`src/rtl/gf_alu_seq_pkg.sv`:
```
// Shared types and elaboration helpers for the digit-serial gated-ALU sequencer.
package gf_alu_seq_pkg;

  typedef enum logic [1:0] {
    IDLE  = 2'd0,
    ISSUE = 2'd1,
    WAIT  = 2'd2,
    DONE  = 2'd3
  } state_e;

  typedef struct packed {
    logic cmpl_x;
    logic cmpl_y;
    logic op_and;
    logic op_xor;
    logic op_arith;
  } op_ctrl_t;

  typedef struct packed {
    logic [1:0] xin;
    logic [1:0] yin;
    logic       carry_in;
    logic       end_bar;
    op_ctrl_t   ctrl;
  } alu_drive_t;

  function automatic int ndig(input int width);
    return width / 2;
  endfunction

  function automatic int timer_w(input int alu_lat);
    return (alu_lat < 1) ? 1 : $clog2(alu_lat + 1);
  endfunction

  function automatic bit width_ok(input int width);
    return (width >= 2) && ((width % 2) == 0);
  endfunction

endpackage

```
`src/rtl/gf_alu_seq_timer.sv`:
```
// Loadable up-counter that flags when it reaches the ALU pipeline latency.
module gf_alu_seq_timer
  import gf_alu_seq_pkg::*;
#(
  parameter int LAT = 7,
  parameter int W   = 3
) (
  input  logic         clk,
  input  logic         rst,
  input  logic         load_i,
  input  logic         inc_i,
  input  logic [W-1:0] load_val_i,
  output logic         term_o
);

  localparam logic [W-1:0] TERM = W'(LAT);

  logic [W-1:0] count_q, count_d;

  assign term_o = (count_q == TERM);

  // Counting stops at the terminal value so the flag stays stable until reload.
  always_comb begin
    count_d = count_q;
    if (load_i) begin
      count_d = load_val_i;
    end else if (inc_i && !term_o) begin
      count_d = count_q + 1'b1;
    end
  end

  always_ff @(posedge clk) begin
    if (rst) begin
      count_q <= '0;
    end else begin
      count_q <= count_d;
    end
  end

endmodule

```
`src/rtl/gf_alu_digit_seq.sv`:
```
// Digit-serial sequencer: issues 2-bit digits LSB first to a pipelined gated ALU
// slice, chains its carry back in, and assembles the full-width result and flags.
module gf_alu_digit_seq
  import gf_alu_seq_pkg::*;
#(
  parameter int WIDTH   = 8,
  parameter int ALU_LAT = 7
) (
  input  logic             clk,
  input  logic             rst,
  input  logic             start,
  input  logic [WIDTH-1:0] x_in,
  input  logic [WIDTH-1:0] y_in,
  input  logic             cmpl_x,
  input  logic             cmpl_y,
  input  logic             op_and,
  input  logic             op_xor,
  input  logic             op_arith,
  input  logic             carry_in_init,
  output logic             busy,
  output logic             done,
  output logic [WIDTH-1:0] result,
  output logic             carry_final,
  output logic             overflow_final,
  output logic [1:0]       alu_xin,
  output logic [1:0]       alu_yin,
  output logic             alu_carry_in,
  output logic             alu_end_bar,
  output logic             alu_cmpl_x,
  output logic             alu_cmpl_y,
  output logic             alu_op_and,
  output logic             alu_op_xor,
  output logic             alu_op_arith,
  input  logic [1:0]       alu_zout,
  input  logic             alu_carry_out,
  input  logic             alu_overflow
);

  localparam int NDIG = ndig(WIDTH);
  localparam int KW   = (NDIG > 1) ? $clog2(NDIG) : 1;
  localparam int TW   = timer_w(ALU_LAT);
  localparam logic [KW-1:0] K_LAST = KW'(NDIG - 1);

  if (!width_ok(WIDTH)) begin : g_width_check
    $error("gf_alu_digit_seq: WIDTH must be even and at least 2");
  end

  state_e           state_q, state_d;
  logic [KW-1:0]    k_q, k_d;
  logic [WIDTH-1:0] x_q, x_d, y_q, y_d;
  op_ctrl_t         ctrl_q, ctrl_d;
  logic             cin0_q, cin0_d;
  logic             carry_q, carry_d;
  logic [WIDTH-1:0] result_q, result_d;
  logic             cfin_q, cfin_d;
  logic             ofin_q, ofin_d;
  logic             busy_q, busy_d;
  logic             done_q, done_d;
  alu_drive_t       alu_q, alu_d;
  logic             capture, sample, tmr_term;

  gf_alu_seq_timer #(
    .LAT (ALU_LAT),
    .W   (TW)
  ) u_timer (
    .clk        (clk),
    .rst        (rst),
    .load_i     (state_q == ISSUE),
    .inc_i      (state_q == WAIT),
    .load_val_i (TW'(1)),
    .term_o     (tmr_term)
  );

  // NOTE: every _d variable gets its default before any branch, so no path can infer a latch.
  always_comb begin
    state_d = state_q;
    k_d     = k_q;
    capture = 1'b0;
    sample  = 1'b0;

    case (state_q)
      IDLE: begin
        if (start) begin
          capture = 1'b1;
          k_d     = '0;
          state_d = ISSUE;
        end
      end
      ISSUE: state_d = WAIT;
      WAIT: begin
        if (tmr_term) begin
          sample = 1'b1;
          if (k_q == K_LAST) begin
            state_d = DONE;
          end else begin
            k_d     = k_q + 1'b1;
            state_d = ISSUE;
          end
        end
      end
      DONE:    state_d = IDLE;
      default: state_d = IDLE;
    endcase

    x_d    = capture ? x_in : x_q;
    y_d    = capture ? y_in : y_q;
    cin0_d = capture ? carry_in_init : cin0_q;
    ctrl_d = ctrl_q;
    if (capture) begin
      ctrl_d = {cmpl_x, cmpl_y, op_and, op_xor, op_arith};
    end

    carry_d  = carry_q;
    result_d = result_q;
    cfin_d   = cfin_q;
    ofin_d   = ofin_q;
    if (capture) begin
      carry_d  = 1'b0;
      result_d = '0;
      cfin_d   = 1'b0;
      ofin_d   = 1'b0;
    end else if (sample) begin
      carry_d                      = alu_carry_out;
      result_d[{k_q, 1'b0} +: 2]   = alu_zout;
      if (k_q == K_LAST) begin
        cfin_d = alu_carry_out;
        ofin_d = alu_overflow;
      end
    end

    // ALU drive is built from next-state values so it is registered yet lines up with ISSUE.
    alu_d = '0;
    if (state_d == ISSUE) begin
      alu_d.xin      = x_d[{k_d, 1'b0} +: 2];
      alu_d.yin      = y_d[{k_d, 1'b0} +: 2];
      alu_d.carry_in = (k_d == '0) ? cin0_d : carry_d;
      alu_d.end_bar  = (k_d != K_LAST);
      alu_d.ctrl     = ctrl_d;
    end

    busy_d = (state_d != IDLE);
    done_d = (state_d == DONE);
  end

  always_ff @(posedge clk) begin
    if (rst) begin
      state_q  <= IDLE;
      k_q      <= '0;
      x_q      <= '0;
      y_q      <= '0;
      ctrl_q   <= '0;
      cin0_q   <= 1'b0;
      carry_q  <= 1'b0;
      result_q <= '0;
      cfin_q   <= 1'b0;
      ofin_q   <= 1'b0;
      busy_q   <= 1'b0;
      done_q   <= 1'b0;
      alu_q    <= '0;
    end else begin
      state_q  <= state_d;
      k_q      <= k_d;
      x_q      <= x_d;
      y_q      <= y_d;
      ctrl_q   <= ctrl_d;
      cin0_q   <= cin0_d;
      carry_q  <= carry_d;
      result_q <= result_d;
      cfin_q   <= cfin_d;
      ofin_q   <= ofin_d;
      busy_q   <= busy_d;
      done_q   <= done_d;
      alu_q    <= alu_d;
    end
  end

  assign busy           = busy_q;
  assign done           = done_q;
  assign result         = result_q;
  assign carry_final    = cfin_q;
  assign overflow_final = ofin_q;
  assign alu_xin        = alu_q.xin;
  assign alu_yin        = alu_q.yin;
  assign alu_carry_in   = alu_q.carry_in;
  assign alu_end_bar    = alu_q.end_bar;
  assign alu_cmpl_x     = alu_q.ctrl.cmpl_x;
  assign alu_cmpl_y     = alu_q.ctrl.cmpl_y;
  assign alu_op_and     = alu_q.ctrl.op_and;
  assign alu_op_xor     = alu_q.ctrl.op_xor;
  assign alu_op_arith   = alu_q.ctrl.op_arith;

endmodule

```
`config.mk`:
```
export PLATFORM = sky130hd
export DESIGN_NAME = gf_alu_digit_seq
export DESIGN_NICKNAME = d
export VERILOG_FILES = /design/src/rtl/gf_alu_seq_pkg.sv /design/src/rtl/gf_alu_seq_timer.sv /design/src/rtl/gf_alu_digit_seq.sv
export SDC_FILE = /design/constraint.sdc
export NUM_CORES = 1
export LEC_CHECK = 0
export CAP_MARGIN = 10
export CORE_MARGIN = 2
export CORE_UTILIZATION = 53
export CTS_CLUSTER_SIZE = 24
export DETAILED_ROUTE_END_ITERATION = 12
export GPL_TIMING_DRIVEN = 0
export PLACE_DENSITY = 0.95
export RECOVER_POWER = 50
export REMOVE_ABC_BUFFERS = 1
export SETUP_SLACK_MARGIN = 0.02
export SLEW_MARGIN = 20
export SYNTH_ARGS = -nofsm -noshare
export SYNTH_HDL_FRONTEND = slang
export SYNTH_SLANG_ARGS = --single-unit
```
`constraint.sdc`:
```
create_clock -name clk -period 3.6 [get_ports clk]
set_input_delay 0.9 -clock clk [delete_from_list [all_inputs] [get_ports clk]]
set_output_delay 0.9 -clock clk [all_outputs]
set_load 0.02 [all_outputs]
```
==> results.sh, run 1 <==
export IMPL_status="complete, no violations"
export IMPL_antenna_found_initial=0
export IMPL_postCtsHoldBufs=0
export IMPL_max_vdd_ir_drop_v=0.0002454
export IMPL_rrSetupSlack_ns=1.06
export IMPL_slew_viol_final=0
export IMPL_clock_latency_ns=0.31
export IMPL_nets=331
export IMPL_grt_pass1_wl_mm=8.362
export IMPL_use_met3_pct=6.250
export IMPL_setup_violations=0
export IMPL_tns_ns=0
export IMPL_start_util_pct=56.03
export IMPL_grt_max_degree=33
export IMPL_drtIter0Drc=107
export IMPL_synth_distinct_cells=39
export IMPL_cap_violations=0
export IMPL_grt_pass1_vias=1833
export IMPL_postCtsSetupBuffers=0
export IMPL_finalCritPeriodShare_pct=81.73
export IMPL_grt_use_met2_pct=37.29
export IMPL_critical_path_peak_fanout=9
export IMPL_tightest_slew_ns=1.168
export IMPL_die_w_um=69.50
export IMPL_pin_count=52
export IMPL_die_h_um=69.50
export IMPL_finalInstanceArea_um2=2835
export IMPL_cellPowerDensity_nw_per_um2=392.5
export IMPL_gp_congestion=0.7420
export IMPL_final_hold_viol_count=0
export IMPL_htree_levels=2
export IMPL_overflow=0
export IMPL_critPathRequiredTime_ns=3.77
export IMPL_cts_tree="built"
export IMPL_nFillCells=303
export IMPL_dieArea_um2=4830
export IMPL_track_usage_pct=21.96
export IMPL_io_buffers=51
export IMPL_clockBufferDepth=2
export IMPL_drt_pass1_iter_count=4
export IMPL_rsz0062_at_grt="no"
export IMPL_ctsResizeCount=0
export IMPL_postLayoutCoreUtil_pct=69.87
export IMPL_leakage_nw=1.132
export IMPL_ant_nets=0
export IMPL_skew_ns=0.008973
export IMPL_power_w=0.001113
export IMPL_place_hpwl_mm=3.258
export IMPL_cts_root_buffer="clkbuf_8"
export IMPL_drc=0
export IMPL_met1_usage_pct=24.20
export IMPL_place_area_um2=2768
export IMPL_core_um2=4058
export IMPL_path_clk_slew_ns=0.09
export IMPL_path_class="in2reg"
export IMPL_syn2layout_area_growth_pct=24.71
export IMPL_cts_buffers=5
export IMPL_yosys_register_bits=53
export IMPL_worstSetupEndpointType="flip-flop"
export IMPL_max_slew_margin_rel_pct=21.67
export IMPL_hold_ws_ns=0.4545
export IMPL_synth_area_um2=2273
export IMPL_max_freq_mhz=339.9
export IMPL_ys_seq_area_share_pct=46.67
export IMPL_rows=23
export IMPL_arrival_ns=3.11
export IMPL_antenna_cells=0
export IMPL_vias=1885
export IMPL_yosys_warnings=0
export IMPL_hp_class="reg2reg"
export IMPL_drt_wl_total_mm=4.811
export IMPL_period_minus_slack_ns=2.942
export IMPL_via_per_inst=5.480
export IMPL_grt_busiest_layer="met2"
export IMPL_synthCells=250
export IMPL_cts_sinks=53
export IMPL_synth_area_per_cell_um2=9.094
export IMPL_cp_start_kind="input pin"
export IMPL_layout_drive_gt1_share_pct=6.803
export IMPL_routedWlPerCell_um=13.99
## synthesized netlist by cell type (all sizes together)
cell type / n / area share, %
a2111oi: 8 / 4.2
a211o: 1 / 0.39
a211oi: 9 / 3.7
a21oi: 29 / 6.4
a2bb2oi: 2 / 0.77
a31oi: 1 / 0.28
and2: 1 / 0.39
and2b: 1 / 0.44
and3: 1 / 0.28
and3b: 3 / 1.4
and4bb: 1 / 0.55
buf: 9 / 2.6
clkbuf: 5 / 0.83
dfxtp: 53 / 47
ha: 8 / 4.4
inv: 7 / 1.2
mux2i: 12 / 5.3
nand2: 47 / 7.8
nand2b: 2 / 0.55
nand3: 2 / 0.44
nand4: 8 / 2.2
nor2: 25 / 4.1
nor2b: 4 / 1.1
nor3: 1 / 0.22
nor3b: 4 / 1.5
nor4bb: 1 / 0.44
o21a: 1 / 0.33
o21bai: 1 / 0.50
or3: 1 / 0.28
or3b: 2 / 0.77
## worst max-delay path, stage by stage
cell	delay (ns)
dlygate4sd3_1	0.63
o21bai_2	0.16
a211oi_1	1.00
and2_4	0.33
a2111oi_2	0.08
## report_power, final
part	internal [W]	switching, W
clock network	0.000152	0.000190
logic	0.0000680	0.0000736
registers	0.000613	0.0000161
## stage by stage
step	setup WS [ns]	std cells
2_1_floorplan	1.326	236
3_3_place_gp	0.3676	337
3_5_place_dp	0.3291	337
4_1_cts	0.6600	344
5_1_grt	0.5275	344
6_report	0.6577	344
## final cells by class
class / count / area (um2) / area share, %
multi-input cells: 176 / 1090 / 38.44
flip-flops and latches: 53 / 1061 / 37.42
repair buffers: 51 / 505.5 / 17.83
clock buffers: 6 / 82.58 / 2.913
well taps: 50 / 62.56 / 2.207
inverters: 7 / 26.28 / 0.9267
clock inverters: 1 / 7.507 / 0.2648
## logic make-up after synthesis
| logic type | count (synthesis) | share of synthesized area [%] |
|---|---|---|
| mux | 12 | 5.284 |
| flops | 53 | 46.67 |
| simple gates | 104 | 22.45 |
| compound gates | 52 | 16.57 |
| buf+inv | 21 | 4.623 |
| fa+ha+maj | 8 | 4.403 |
## per-layer routing
metal  vias up  share of wire (%)
met4         0                3.8
met1       853                 40
met2        59                 51
li1        955                  -
met3        18                5.2
met5         -                  0
## registers in the layout (all words and copies together), names as in the netlist, 2 cells and up
register,count
ctrl_q,5
alu_yin,2
y_q,8
k_q,2
alu_xin,2
u_timer.count_q,3
x_q,8
result,8
state_q,2
## cells in the final DEF, fill, tap and decap left out, drive strengths merged, types with 2 or more instances in the layout
master / n
inv: 7
and3b: 3
dfxtp: 53
mux2i: 12
a2111oi: 8
or3b: 2
ha: 8
clkdlybuf4s50: 26
a211oi: 9
nor2: 25
nor2b: 4
nand3: 2
nand2: 47
nand2b: 2
nand4: 8
clkbuf: 6
dlygate4sd3: 24
nor3b: 4
a21oi: 29
a2bb2oi: 2
## path summary, 6_finish.rpt
check / from / cells after the start / to
setup reg to reg: u_timer.count_q[0] / 6 / alu_xin[1]
hold reg to reg: result[1] / 2 / result[1]
hold / removal: result[1] / 2 / result[1]
setup / recovery: start / 5 / alu_xin[1]
No activity file was read; power rests on OpenSTA's default activity.
==> inputs of run 2 (changes only) <==
--- a/config.mk
+++ b/config.mk
@@ -7,11 +7,11 @@
 export LEC_CHECK = 0
 export CAP_MARGIN = 10
 export CORE_MARGIN = 2
-export CORE_UTILIZATION = 53
+export CORE_UTILIZATION = 45
 export CTS_CLUSTER_SIZE = 24
 export DETAILED_ROUTE_END_ITERATION = 12
 export GPL_TIMING_DRIVEN = 0
-export PLACE_DENSITY = 0.95
+export PLACE_DENSITY = 0.87
 export RECOVER_POWER = 50
 export REMOVE_ABC_BUFFERS = 1
 export SETUP_SLACK_MARGIN = 0.02
==> constraint.sdc (replaced) <==
create_clock -name clk -period 2.7 [get_ports clk]
set_input_delay 0.675 -clock clk [delete_from_list [all_inputs] [get_ports clk]]
set_output_delay 0.675 -clock clk [all_outputs]
set_load 0.02 [all_outputs]
==> run 2 against run 1 <==
  * Clock power up 29%
  * Sequential power up 33%
  * Largest power group unchanged
  * Non-clock buffer count unchanged
  * Critical endpoint is now alu_xin[0]
  * Wire length down 10%
  * Via count down 3.2%
  * Clock skew down 0.0037 ns
  * Critical path depth down 1
  * Setup slack worse by 0.43 ns
  * Clock-buffer cell count unchanged
  * Largest cell class unchanged
  * Register-to-register slack worse by 0.70 ns
  * Combinational power up 32%
  * Core utilization down 9.9 points
==> results.sh, run 2 (same netlist as run 1, synthesis figures left out) <==
export IMPL_cellPowerDensity_nw_per_um2=511.1
export IMPL_finalWorstSetupSlack_ns=0.2243
export IMPL_final_hold_viol_count=0
export IMPL_cap_violations=0
export IMPL_mostFrequentLayoutCells="53 x dfxtp_1, 47 x nand2_1, 29 x a21oi_1, 26 x clkdlybuf4s50_1, 25 x nor2_1"
export IMPL_cp_start_kind="input pin"
export IMPL_crit_chain="dlygate4sd3_1 -> or3b_2 -> and2_4 -> a2111oi_2"
export IMPL_antenna_cells=0
export IMPL_whs_endpoint="result[5]"
export IMPL_grt_pass1_vias=1622
export IMPL_arrival_ns=2.67
export IMPL_nets=331
export IMPL_critical_path_peak_fanout=28
export IMPL_clockBufferDepth=2
export IMPL_drt_wl_total_mm=4.310
export IMPL_track_usage_pct=16.26
export IMPL_regArea_um2=1061
export IMPL_clock_latency_ns=0.30
export IMPL_cts_buffers=5
export IMPL_layout_drive_gt1_share_pct=7.797
export IMPL_nFillCells=430
export IMPL_reg2reg_to="alu_xin[0]"
export IMPL_die_h_um=75.08
export IMPL_dp_slack_ns=-0.3224
export IMPL_rows=25
export IMPL_tns_ns=0
export IMPL_start_util_pct=47.50
export IMPL_period_minus_slack_ns=2.476
export IMPL_cts_sinks=53
export IMPL_path_class="in2reg"
export IMPL_min_delay_path_depth=2
export IMPL_place_hpwl_mm=3.061
export IMPL_hp_start="result[5]"
export IMPL_max_slew_margin_rel_pct=30.06
export IMPL_core_um2=4786
export IMPL_vias=1825
export IMPL_final_common_cell="dfxtp_1"
export IMPL_critPathRequiredTime_ns=2.89
export IMPL_drc=0
export IMPL_drt_pass1_iter_count=4
export IMPL_cts_root_buffer="clkbuf_8"
export IMPL_routedWlPerCell_um=11.91
export IMPL_tightest_slew_ns=1.044
export IMPL_worstSetupEndpointType="flip-flop"
export IMPL_syn2layout_area_growth_pct=26.25
export IMPL_max_vdd_ir_drop_v=0.0003406
export IMPL_hp_class="reg2reg"
export IMPL_max_freq_mhz=403.9
export IMPL_die_w_um=75.08
export IMPL_cts_tree="built"
export IMPL_critPathSlowestCell="or3b_2"
export IMPL_drtIter0Drc=75
export IMPL_htree_levels=2
export IMPL_antenna_found_initial=0
export IMPL_hold_ws_ns=0.4495
export IMPL_status="complete, no violations"
export IMPL_grt_max_degree=33
export IMPL_rsz0062_at_grt="no"
export IMPL_ant_nets=0
export IMPL_via_per_inst=5.041
export IMPL_overflow=0
export IMPL_setup_violations=0
export IMPL_path_clk_slew_ns=0.09
export IMPL_skew_ns=0.005267
export IMPL_worstReg2RegStart="k_q[0]"
export IMPL_pin_count=52
export IMPL_io_buffers=51
export IMPL_slowest_delay_ns=0.76
export IMPL_grt_pass1_wl_mm=7.031
export IMPL_ff2ff_path_depth=6
export IMPL_leakage_nw=1.139
export IMPL_dieArea_um2=5636
export IMPL_slew_viol_final=0
export IMPL_gp_congestion=0.7530
export IMPL_finalCritPeriodShare_pct=91.69
export IMPL_multi_input_area_um2=1107
export IMPL_rrSetupSlack_ns=0.36
## run 2: worst max-delay path: cells and delay by family
| kind | cells | cell delay, ns |
|---|---|---|
| simple gates | 2 | 1.04 |
| buf+inv | 1 | 0.61 |
| compound gates | 1 | 0.33 |
## run 2: final cells by class
class	count	area share, %
Clock buffer	6	2.528
Timing Repair Buffer	51	17.61
Clock inverter	2	0.4795
Multi-Input combinational cell	176	38.58
Inverter	7	0.9154
Sequential cell	53	36.97
Tap cell	67	2.921
## run 2: layer usage
| metal | global-route usage (%) | vias to the layer above | wire length (um) |
|---|---|---|---|
| met5 | 0 | - | 0 |
| met4 | 5.754 | 0 | 70 |
| met3 | 4.150 | 8 | 164 |
| met1 | 19.32 | 827 | 2000 |
| li1 | - | 954 | - |
| met2 | 28.36 | 36 | 2075 |
## run 2: report_power, final
| group | internal, W | leakage [nW] | total, W | switching, W |
|---|---|---|---|---|
| registers | 0.000817 | 0.432 | 0.000838 | 0.0000207 |
| clock network | 0.000185 | 0.0456 | 0.000442 | 0.000257 |
| logic | 0.0000904 | 0.662 | 0.000187 | 0.0000965 |
## run 2: repair_timing
item,4_1_cts,5_1_grt
gates resized for setup,1,0
setup buffers,0,0
hold buffers,0,0
endpoints found under the setup margin,3,0
## run 2: worst max path at each step
stage	from	end	slack (ns)	depth (start not counted)
floorplan	start	alu_xin[1]	0.65	3
global placement	rst	alu_xin[0]	-0.31	3
detailed placement	rst	alu_xin[0]	-0.32	3
CTS	start	alu_xin[0]	0.17	4
global route	start	alu_yin[0]	0.14	4
finish	start	alu_xin[0]	0.22	4
## run 2: per-stage QoR
stage          utilization (%)  total power (W)  std cells  instance area (um2)
2_1_floorplan                -        0.0009558        236                 2195
3_3_place_gp             58.27         0.001045        354                 2789
3_5_place_dp             58.27         0.001050        354                 2789
4_1_cts                  60.05         0.001488        362                 2874
5_1_grt                  59.97         0.001530        362                 2870
6_report                 59.97         0.001467        362                 2870
==> inputs of run 3 (changes only) <==
--- a/config.mk
+++ b/config.mk
@@ -7,11 +7,11 @@
 export LEC_CHECK = 0
 export CAP_MARGIN = 10
 export CORE_MARGIN = 2
-export CORE_UTILIZATION = 45
+export CORE_UTILIZATION = 40
 export CTS_CLUSTER_SIZE = 24
 export DETAILED_ROUTE_END_ITERATION = 12
 export GPL_TIMING_DRIVEN = 0
-export PLACE_DENSITY = 0.87
+export PLACE_DENSITY = 0.8
 export RECOVER_POWER = 50
 export REMOVE_ABC_BUFFERS = 1
 export SETUP_SLACK_MARGIN = 0.02
==> run 3 against run 2 <==
  * Setup slack worse by 0.019 ns
  * Global-route usage down 1.4 points
  * Sequential share of layout area down 0.40 points
  * Clock-buffer cell count unchanged
  * Via count up 1.6%
  * Critical path type unchanged
  * Wire length up 5.0%
  * Critical path depth unchanged
  * Cell area up 1.1%
  * Non-clock buffer count unchanged
  * Total power up 6.7%
  * Clock skew up 0.0082 ns
  * Register-to-register slack about the same
==> results.sh, run 3 (same netlist as run 1, synthesis figures left out) <==
export IMPL_rsz0062_at_grt="no"
export IMPL_leakage_nw=1.149
export IMPL_place_hpwl_mm=3.217
export IMPL_gp_congestion=0.7686
export IMPL_htree_levels=2
export IMPL_tightest_slew_ns=1.070
export IMPL_dp_slack_ns=-0.4037
export IMPL_postCtsSetupBuffers=0
export IMPL_vias=1855
export IMPL_cts_tree="built"
export IMPL_rows=27
export IMPL_final_hold_viol_count=0
export IMPL_start_util_pct=41.29
export IMPL_layout_drive_gt1_share_pct=7.797
export IMPL_drc=0
export IMPL_cellPowerDensity_nw_per_um2=539.6
export IMPL_switchingPower_w=0.0003794
export IMPL_cap_violations=0
export IMPL_dp_cells=359
export IMPL_switching_share_pct=24.23
export IMPL_stdcell_count=367
export IMPL_pwr_share_clk_pct=34.5
export IMPL_worstSetupEndpointType="flip-flop"
export IMPL_overflow=0
export IMPL_grt_pass1_wl_mm=7.417
export IMPL_routedWlPerCell_um=12.34
export IMPL_place_area_um2=2795
export IMPL_hp_class="reg2reg"
export IMPL_syn2layout_area_growth_pct=27.63
export IMPL_max_vdd_ir_drop_v=0.0003195
export IMPL_setup_violations=0
export IMPL_die_h_um=79.39
export IMPL_cts_buffers=5
export IMPL_mostFrequentLayoutCells="53 x dfxtp_1, 47 x nand2_1, 29 x a21oi_1, 26 x clkdlybuf4s50_1, 25 x nor2_1"
export IMPL_die_w_um=79.39
export IMPL_slowest_delay_ns=0.76
export IMPL_drtIter0Drc=81
export IMPL_hold_ws_ns=0.4495
export IMPL_antenna_cells=0
export IMPL_slew_viol_final=0
export IMPL_path_class="in2reg"
export IMPL_cts_sinks=53
export IMPL_skew_ns=0.01342
export IMPL_combPwrFrac_pct=12.0
export IMPL_crit_chain="dlygate4sd3_1 -> or3b_2 -> and2_4 -> a2111oi_2"
export IMPL_intPower_w=0.001186
export IMPL_drt_pass1_iter_count=4
export IMPL_postCtsHoldBufs=0
export IMPL_drt_wl_total_mm=4.527
export IMPL_critPathSlowestCell="or3b_2"
export IMPL_clock_latency_ns=0.31
export IMPL_grt_max_degree=33
export IMPL_core_um2=5507
export IMPL_grt_pass1_vias=1642
export IMPL_max_slew_margin_rel_pct=28.33
export IMPL_ant_nets=0
export IMPL_critPathRequiredTime_ns=2.91
export IMPL_cp_start_kind="input pin"
export IMPL_via_per_inst=5.054
export IMPL_nets=331
export IMPL_antenna_found_initial=0
export IMPL_period_minus_slack_ns=2.495
export IMPL_clockBufferDepth=2
export IMPL_dieArea_um2=6303
export IMPL_cp_top_family="simple AND/OR/NAND/NOR gates"
export IMPL_critical_path_peak_fanout=28
export IMPL_finalInstanceArea_um2=2902
export IMPL_pin_count=52
export IMPL_max_freq_mhz=400.9
export IMPL_final_common_cell="dfxtp_1"
export IMPL_p_seq_share_pct=53.6
export IMPL_io_buffers=51
export IMPL_finalCritPeriodShare_pct=92.39
export IMPL_cts_root_buffer="clkbuf_8"
export IMPL_status="complete, no violations"
export IMPL_finalWorstSetupSlack_ns=0.2053
export IMPL_path_buf_inv=1
export IMPL_arrival_ns=2.70
export IMPL_track_usage_pct=14.83
export IMPL_path_clk_slew_ns=0.10
-- run 3: what timing repair did --
item                       in CTS  in global routing
cloned                          0                  0
gates resized for setup         1                  1
setup endpoints to repair       2                 11
-- run 3: final cells by class --
class | count | area [um2]
Clock buffer | 6 | 72.57
Clock inverter | 2 | 38.79
Fill cell | 510 | 2605
Inverter | 7 | 26.28
Multi-Input combinational cell | 176 | 1107
Sequential cell | 53 | 1061
Tap cell | 72 | 90.09
Timing Repair Buffer | 51 | 505.5
-- run 3: power by group through the flow --
stage          clock network [W]   logic, W  registers (W)
6_report                0.000540   0.000187       0.000838
5_1_grt                 0.000581   0.000208       0.000844
4_1_cts                 0.000554   0.000195       0.000839
3_5_place_dp                   0   0.000195       0.000857
3_3_place_gp                   0   0.000191       0.000855
2_1_floorplan                  0  0.0000923       0.000863
-- run 3: worst reg2reg max path, cell delays in order, from the launching register on --
cell and delay [ns]:
dfxtp_1 0.63, inv_1 0.20, ha_1 0.30, nor4bb_1 0.34, a211oi_2 0.16, and2_4 0.24, a2111oi_2 0.37
-- run 3: worst paths after layout --
path                                start    endpoint  slack (ns)  depth (start not counted)
worst max-delay path                start  alu_xin[1]        0.21                          4
worst min-delay path            result[5]   result[5]        0.45                          2
worst max register to register     k_q[0]  alu_xin[1]        0.36                          6
worst min register to register  result[5]   result[5]        0.45                          2
-- run 3: through the flow --
step                      setup TNS [ns]  power (W)  util (%)
final                                  0   0.001566     52.69
after global routing                   0   0.001632     52.69
after CTS                              0   0.001587     52.76
after floorplan                        0  0.0009558         -
after detailed placement          -3.818   0.001052     50.76
after global placement            -3.033   0.001046     50.76
-- run 3: metal layers --
layer | share of wire (%) | routed length (um) | global-route usage, %
met1 | 46 | 2096 | 18.70
met2 | 48 | 2152 | 24.75
met3 | 4.8 | 218 | 3.959
met4 | 1.3 | 60 | 4.655
met5 | 0 | 0 | 0
